### config.mk
export PLATFORM = sky130hd
export DESIGN_NAME = instr_loader
export DESIGN_NICKNAME = d
export VERILOG_FILES = /design/src/rtl/instr_loader.sv
export SDC_FILE = /design/constraint.sdc
export NUM_CORES = 1
export LEC_CHECK = 0
export CAP_MARGIN = 25
export CORE_MARGIN = 1
export CORE_UTILIZATION = 40
export DETAILED_ROUTE_END_ITERATION = 16
export GPL_TIMING_DRIVEN = 0
export PLACE_DENSITY_LB_ADDON = 0.12
export SYNTH_ARGS = -nofsm -noshare
export SYNTH_HDL_FRONTEND = slang
export SYNTH_SLANG_ARGS = --single-unit
### constraint.sdc
create_clock -name CLK -period 3.4 [get_ports CLK]
set_input_delay 0.68 -clock CLK [delete_from_list [all_inputs] [get_ports CLK]]
set_output_delay 0.68 -clock CLK [all_outputs]
set_load 0.005 [all_outputs]
### src/rtl/instr_loader.sv
// instr_loader: streams instruction words into instruction memory, then releases the CPU from reset
// Optional feature macro: LOADER_CHECKSUM_EN adds the checksum output.
// Ports:
//   CLK, resetl                 clock, asynchronous active-low reset
//   start, load_base            begin a load at byte address load_base (accepted in IDLE/RUN)
//   in_valid/in_data/in_last    word stream in; in_ready high only in LOAD
//   imem_we/imem_addr/imem_wdata one-cycle write per accepted word, one cycle after acceptance
//   cpu_resetl, cpu_startpc     CPU reset (high only in RUN) and latched start PC
//   busy, err_overflow          high in LOAD/HOLD; sticky truncation flag for the last load
//   checksum                    mod-2^32 sum of the words of the current load (LOADER_CHECKSUM_EN)
module instr_loader #(
    parameter int MAX_WORDS   = 256,
    parameter int HOLD_CYCLES = 4
) (
    input  logic        CLK,
    input  logic        resetl,
    input  logic        start,
    input  logic [63:0] load_base,
    input  logic        in_valid,
    input  logic [31:0] in_data,
    input  logic        in_last,
    output logic        in_ready,
    output logic        imem_we,
    output logic [63:0] imem_addr,
    output logic [31:0] imem_wdata,
    output logic        cpu_resetl,
    output logic [63:0] cpu_startpc,
    output logic        busy,
`ifdef LOADER_CHECKSUM_EN
    output logic        err_overflow,
    output logic [31:0] checksum
`else
    output logic        err_overflow
`endif
);
    localparam int CW = $clog2(MAX_WORDS + 1);
    localparam int HW = $clog2(HOLD_CYCLES + 1);
    typedef enum logic [1:0] {IDLE, LOAD, HOLD, RUN} state_t;
    state_t        state_q, state_d;
    logic [CW-1:0] count_q, count_d;
    logic [HW-1:0] hold_q, hold_d;
    logic [63:0]   base_q, base_d, addr_q, addr_d;
    logic [31:0]   wdata_q, wdata_d;
    logic          we_q, we_d, err_q, err_d;
    logic          accept, go, full;
    always_comb begin
        accept  = state_q == LOAD && in_valid;
        go      = start && (state_q == IDLE || state_q == RUN);
        full    = count_q == CW'(MAX_WORDS - 1);
        state_d = state_q;
        count_d = count_q;
        hold_d  = hold_q;
        base_d  = base_q;
        addr_d  = addr_q;
        wdata_d = wdata_q;
        we_d    = 1'b0;
        err_d   = err_q;
        if (go) begin
            state_d = LOAD;
            base_d  = load_base;
            count_d = '0;
            err_d   = 1'b0;
        end
        if (accept) begin
            we_d    = 1'b1;
            addr_d  = base_q + (64'(count_q) << 2);
            wdata_d = in_data;
            count_d = count_q + 1'b1;
            if (in_last || full) begin
                state_d = HOLD;
                hold_d  = HW'(HOLD_CYCLES - 1);
                err_d   = !in_last;
            end
        end
        if (state_q == HOLD) begin
            state_d = hold_q == '0 ? RUN : HOLD;
            hold_d  = hold_q == '0 ? hold_q : hold_q - 1'b1;
        end
    end
    always_ff @(posedge CLK or negedge resetl) begin
        if (!resetl) begin
            state_q <= IDLE;
            count_q <= '0;
            hold_q  <= '0;
            base_q  <= '0;
            addr_q  <= '0;
            wdata_q <= '0;
            we_q    <= 1'b0;
            err_q   <= 1'b0;
        end else begin
            state_q <= state_d;
            count_q <= count_d;
            hold_q  <= hold_d;
            base_q  <= base_d;
            addr_q  <= addr_d;
            wdata_q <= wdata_d;
            we_q    <= we_d;
            err_q   <= err_d;
        end
    end
    assign in_ready     = state_q == LOAD;
    assign busy         = state_q == LOAD || state_q == HOLD;
    assign cpu_resetl   = state_q == RUN;
    assign cpu_startpc  = base_q;
    assign imem_we      = we_q;
    assign imem_addr    = addr_q;
    assign imem_wdata   = wdata_q;
    assign err_overflow = err_q;
`ifdef LOADER_CHECKSUM_EN
    logic [31:0] sum_q, sum_d;
    always_comb sum_d = go ? '0 : accept ? sum_q + in_data : sum_q;
    always_ff @(posedge CLK or negedge resetl) begin
        if (!resetl) sum_q <= '0;
        else sum_q <= sum_d;
    end
    assign checksum = sum_q;
`endif
endmodule

==> results.toml, run 1 <==
[sta]
finalCritPeriodShare_pct = 91.0
final.setup.worst_slack_ns = 0.305
finClkSkew_ns = 0.0117
period_needed_ns = 3.09
slew_headroom_pct = 32.1
setup_viol = 0
rsz0062_at_grt = "false"
fmax_mhz = 323
finalSetupTns_ns = 0
drv_slew = 0
hold_violations = 0
holdWs_ns = 0.173
tightest_slew_ns = 1.02

[placement]
place_ws_ns = 0.289
dp.cells = 1357
place_area_um2 = 11300
port_buffers = 265
gp_congestion = 0.819
hpwl_mm = 17.5

[clocking]
cts_resized = 0
clk_pin_slew_ns = 0.07
cts_tree = "built"
clkLatencyLatePin_ns = 0.44
hold_buffers = 0
cts_buffers = 17
htree_levels = 4
clockRootBuffer = "clkbuf_16"
cts.path.max_buffers = 2
clock-sinks = 176
cts_setup_buffers = 0

[yosys]
synth.distinct_cells = 49
synth_ff_type = "dfrtp_1"
synth_xor_area_share_pct = 5.95
yosysWarnings = 0
syn_avg_cell_area_um2 = 10.0
syn-cell-area_um2 = 8240
synth_compound_area_share_pct = 10.1
synth.net_count = 939
yosysSeqAreaShare_pct = 53.4
ys_ff_latch = 176
synthArstFlopShare_pct = 100
synth_edf_count = 0
synth_mux_area_share_pct = 7.93
synth_top_family_by_area = "simple AND/OR/NAND/NOR gates"
synth_fa_ha_area_share_pct = 2.67
yosys.area_share.simple_pct = 17.2
syn-instance-count = 821

[cells_and_area]
antenna_cells = 0
syn2layout_area_growth_pct = 43.7
fin_cells = 1389
fillers = 1759
final_util_pct = 58.5
multi_input_area_um2 = 3620
nets = 1224
regArea_um2 = 4400
fin_area_um2 = 11800
drive_gt1_share_pct = 8.85

[drt]
viasPerCell = 5.06
dr_total_vias = 7033
routed_wl_mm = 24.2
drt_iter0_drc = 286
wl_per_cell_um = 17.4
drcViolationCount = 0
firstDrtPassIters = 6
ant_nets = 0

[grt]
grt_busiest_layer = "met2"
grt_max_degree = 112
antenna_found_initial = 0
grt_pass1_vias = 6977
grt_util_all_layers_pct = 23.4
grtUsageMet2_pct = 39.0
grt_use_met1_pct = 29.7
grt_pass1_wl_mm = 38.7
grt.overflow.total = 0
use_met3_pct = 7.24

[critical_path]
crit_fanout = 10
cp_num_buf_inv = 1
path_cells = "ha_1 > and3_1 > a221oi_1 > a211o_1 > clkbuf_1 > nor3_1 > xnor2_1 > o21ai_0"
crit_required_ns = 3.74
reg2reg_slack_ns = 0.31
critPathArrivalTime_ns = 3.44
cp_slowest_cell = "a221oi_1"
worstSetupPathType = "flip-flop to flip-flop"
cp-end-kind = "flip-flop"
crit_path_max_incr_delay_ns = 0.59
cp-start-kind = "flip-flop"
crit_family = "compound AO/OA/AOI/OAI gates"

[power_and_ir_drop]
power.total_mw = 10.5
powerDensity_nw_per_um2 = 886
ir_drop_uv = 401
p_leak_nw = 5.02

[run_status]
run_status = "finished, final reports clean"

[floorplan]
start_util_pct = 40.7
io_pins = 266
die_y_um = 146
core-area_um2 = 20200
die_w_um = 146
die-area_um2 = 21200
num_rows = 52

[min_path]
hold_class = "input port to asynchronous set/reset pin"

[job]
cap_violations = 0
Yosys cell counts, types with 5 or more instances:
cell type / instances / share of area (%)
nand4_1: 11 / 0.84
ha_1: 16 / 2.4
nor2_1: 18 / 0.82
nand3_1: 15 / 0.91
xnor2_1: 41 / 4.4
mux2_2: 58 / 7.9
clkbuf_1: 28 / 1.3
o2111ai_1: 6 / 0.64
a21o_1: 5 / 0.46
dfrtp_1: 176 / 53
inv_1: 18 / 0.82
nor3_1: 18 / 1.1
a21oi_1: 14 / 0.85
o21ai_0: 72 / 4.4
and3_1: 16 / 1.2
buf_1: 8 / 0.36
a211oi_1: 8 / 0.73
xor2_1: 15 / 1.6
nor4_1: 10 / 0.76
o21ai_1: 11 / 0.67
nand2_1: 213 / 9.7
worst paths after layout:
path,cells past startpoint,from,to
max,8,cpu_startpc[10],imem_addr[40]
min,1,resetl,state_q[1]
max reg2reg,8,cpu_startpc[10],imem_addr[40]
min reg2reg,2,imem_wdata[1],imem_wdata[1]
max in group asynchronous,2,resetl,imem_addr[53]
min in group CLK,2,imem_wdata[1],imem_wdata[1]
cell families after synthesis:
family / after synthesis
AND/OR/NAND/NOR: 320
flip-flops: 176
AO/OA/AOI/OAI: 138
multiplexers: 58
XOR/XNOR: 56
buffers and inverters: 56
adder cells (fa/ha/maj): 17
layer usage:
metal  vias to the layer above  share of wire (%)
li1                       3396                  -
met1                      3438                 44
met2                       178                 48
met3                        21                6.5
met4                         0                1.1
met5                         -                  0
cell usage in the layout (no fill, tap or decap), types with 3 or more instances in the layout:
master / instances
xor2_1: 15
xnor2_1: 41
a2111oi_2: 3
o21ai_0: 72
and4_1: 4
mux2_2: 58
nor4_1: 10
a211oi_1: 8
buf_1: 8
dfrtp_1: 176
o31ai_1: 4
a21oi_1: 14
nor3_1: 18
ha_1: 16
and2_1: 3
o21ai_1: 11
and3_1: 16
nand3_1: 15
inv_1: 18
nand4_1: 11
o2111ai_1: 6
inv_6: 4
nand2_1: 213
clkinv_4: 4
nor2_1: 18
clkdlybuf4s50_1: 264
inv_8: 4
clkbuf_1: 30
clkbuf_16: 17
a21o_1: 5
layout make-up:
class | count | area share, %
multi-input combinational | 589 | 30.5
timing repair buffer | 266 | 22.7
clock buffer | 19 | 3.66
buffer | 38 | 1.28
sequential | 176 | 37.2
tap | 270 | 2.85
inverter | 18 | 0.571
clock inverter | 13 | 1.23
worst register-to-register path, stage by stage, from the launching register on:
cell	delay, ns
dfrtp_1	0.43
ha_1	0.39
and3_1	0.24
a221oi_1	0.59
a211o_1	0.37
clkbuf_1	0.53
nor3_1	0.13
xnor2_1	0.15
o21ai_0	0.17
where the power goes:
part           internal, mW  switching, mW
registers              3.05          0.908
clock network          1.04          0.917
logic                  2.72           1.84
sequential cells by signal, summed over array words and instances (netlist names):
signal / flops
hold_q: 3
imem_addr: 64
count_q: 9
err_overflow: 1
imem_we: 1
state_q: 2
imem_wdata: 32
cpu_startpc: 64
No activity file was read; power rests on OpenSTA's default activity.
==> run 2, diff against run 1 <==
--- a/config.mk
+++ b/config.mk
@@ -6,7 +6,6 @@
 export NUM_CORES = 1
 export LEC_CHECK = 0
 export CAP_MARGIN = 25
-export CORE_MARGIN = 1
 export CORE_UTILIZATION = 40
 export DETAILED_ROUTE_END_ITERATION = 16
 export GPL_TIMING_DRIVEN = 0
==> results of run 2 <==
Final layout, timing and power as in run 1 (identical DEF).
==> run 3, diff against run 2 <==
--- a/config.mk
+++ b/config.mk
@@ -6,7 +6,7 @@
 export NUM_CORES = 1
 export LEC_CHECK = 0
 export CAP_MARGIN = 25
-export CORE_UTILIZATION = 40
+export CORE_UTILIZATION = 50
 export DETAILED_ROUTE_END_ITERATION = 16
 export GPL_TIMING_DRIVEN = 0
 export PLACE_DENSITY_LB_ADDON = 0.12
==> results.toml, run 3 (synthesis gave the netlist of run 1 again) <==
[sta]
hold_violations = 0
drv_slew = 0
finalCritPeriodShare_pct = 89.3
period_needed_ns = 3.03
setup_viol = 0
tightest_slew_ns = 1.04
finClkSkew_ns = 0.0143
rsz0062_at_grt = "false"
slew_headroom_pct = 30.9
holdWs_ns = 0.208
final.setup.worst_slack_ns = 0.365
fmax_mhz = 330

[cells_and_area]
nets = 1224
syn2layout_area_growth_pct = 43.9
layout_commonest_cell = "clkdlybuf4s50_1"
layout_common_cells = "clkdlybuf4s50_1 (264), nand2_1 (213), dfrtp_1 (176)"
drive_gt1_share_pct = 8.94
antenna_cells = 0

[grt]
grt_pass1_vias = 7007
grt_pass1_wl_mm = 36.7
grt.overflow.total = 0
antenna_found_initial = 0
grt_max_degree = 93
grt_util_all_layers_pct = 28.5

[critical_path]
cp-start-kind = "flip-flop"
cp_num_buf_inv = 1
cp_slowest_cell = "a21oi_1"
cp-end-kind = "flip-flop"
crit_family = "compound AO/OA/AOI/OAI gates"
crit_required_ns = 3.70
crit_path_max_incr_delay_ns = 0.79
crit_fanout = 10
critPathArrivalTime_ns = 3.33
path_common_cell = "a21oi_1"
worstSetupPathType = "flip-flop to flip-flop"
path_cells = "ha_1 > a21oi_1 > nand2_1 > a21oi_1 > clkbuf_1 > a21oi_1 > xnor2_1 > o21ai_0"

[power_and_ir_drop]
powerDensity_nw_per_um2 = 907
p_seq_share_pct = 36.9
ir_drop_uv = 534
p_sw_share_pct = 33.7
p_leak_nw = 5.05
clockPowerShare_pct = 20.5
p_comb_share_pct = 42.6
p_switching_mw = 3.62
intPower_mw = 7.13
power.total_mw = 10.8

[drt]
routed_wl_mm = 23.7
ant_nets = 0
viasPerCell = 5.45
dr_total_vias = 7275
wl_met3_mm = 1.71
wl_met1_mm = 9.51
firstDrtPassIters = 5
top_layer = "met4"
wl_met2_mm = 12.0
drcViolationCount = 0
drt_iter0_drc = 337
wl_per_cell_um = 17.8

[floorplan]
die-area_um2 = 17000
start_util_pct = 51.5
die_y_um = 130
die_w_um = 130
io_pins = 266
num_rows = 46
core-area_um2 = 16000

[placement]
gp_congestion = 0.857
port_buffers = 265
place_ws_ns = 0.391
hpwl_mm = 17.1

[clocking]
cts_tree = "built"
cts.path.max_buffers = 2
clock-sinks = 176
cts_resized = 0
cts_setup_buffers = 0
hold_buffers = 0
clockRootBuffer = "clkbuf_16"
cts_buffers = 17
htree_levels = 4
clkLatencyLatePin_ns = 0.44
clk_pin_slew_ns = 0.06

[job]
cap_violations = 0

[run_status]
run_status = "finished, final reports clean"

[min_path]
hold_class = "input port to asynchronous set/reset pin"
## run 3: changes by cell type in the layout (fill, tap and decap cells not counted), sizes merged
| cell | change |
|---|---|
| inv | -5 |
| bufinv | +4 |
| clkbuf | +1 |
| clkinv | -1 |
| clkinvlp | +1 |
## run 3: routing by layer
metal  up-vias  global-route usage (%)
met5         -                       0
met4         0                    10.6
met3        36                    7.13
met2       250                    49.4
met1      3592                    34.4
li1       3397                       -
## run 3: area by class of cell
class	instances	area, µm²
multi-input cells	589	3620
flip-flops and latches	176	4400
clock buffers	20	457
inverters	18	67.6
clock inverters	12	203
fillers	1198	4150
repair buffers	266	2690
plain buffers	38	151
well taps	216	270
## run 3: power by group through the flow
stage / Combinational, mW / Clock (mW) / Sequential, mW
after detailed placement: 4.60 / 0 / 3.98
after global routing: 5.02 / 2.29 / 4.11
final: 4.58 / 2.20 / 3.97
after global placement: 4.49 / 0 / 3.95
after CTS: 4.64 / 2.22 / 3.96
after floorplan: 1.93 / 0 / 3.90
## run 3: final timing paths
| path | slack, ns | endpoint | cells past startpoint | from |
|---|---|---|---|---|
| max | 0.37 | imem_addr[15] | 8 | cpu_startpc[9] |
| min | 0.21 | hold_q[2] | 1 | resetl |
| max reg2reg | 0.37 | imem_addr[15] | 8 | cpu_startpc[9] |
| min reg2reg | 0.47 | imem_wdata[2] | 2 | imem_wdata[2] |
| max in group asynchronous | 2.31 | imem_addr[44] | 2 | resetl |
| min in group CLK | 0.47 | imem_wdata[2] | 2 | imem_wdata[2] |
## run 3: metrics by stage
step,setup TNS [ns],cell area (µm²),util [%],cells
finish,0,11900,74.1,1335
global route,0,11900,74.1,1335
CTS,0,11900,74.1,1335
detailed placement,0,11200,70.0,1303
global placement,-994.84,11200,69.8,1302
floorplan,0,8240,-,821
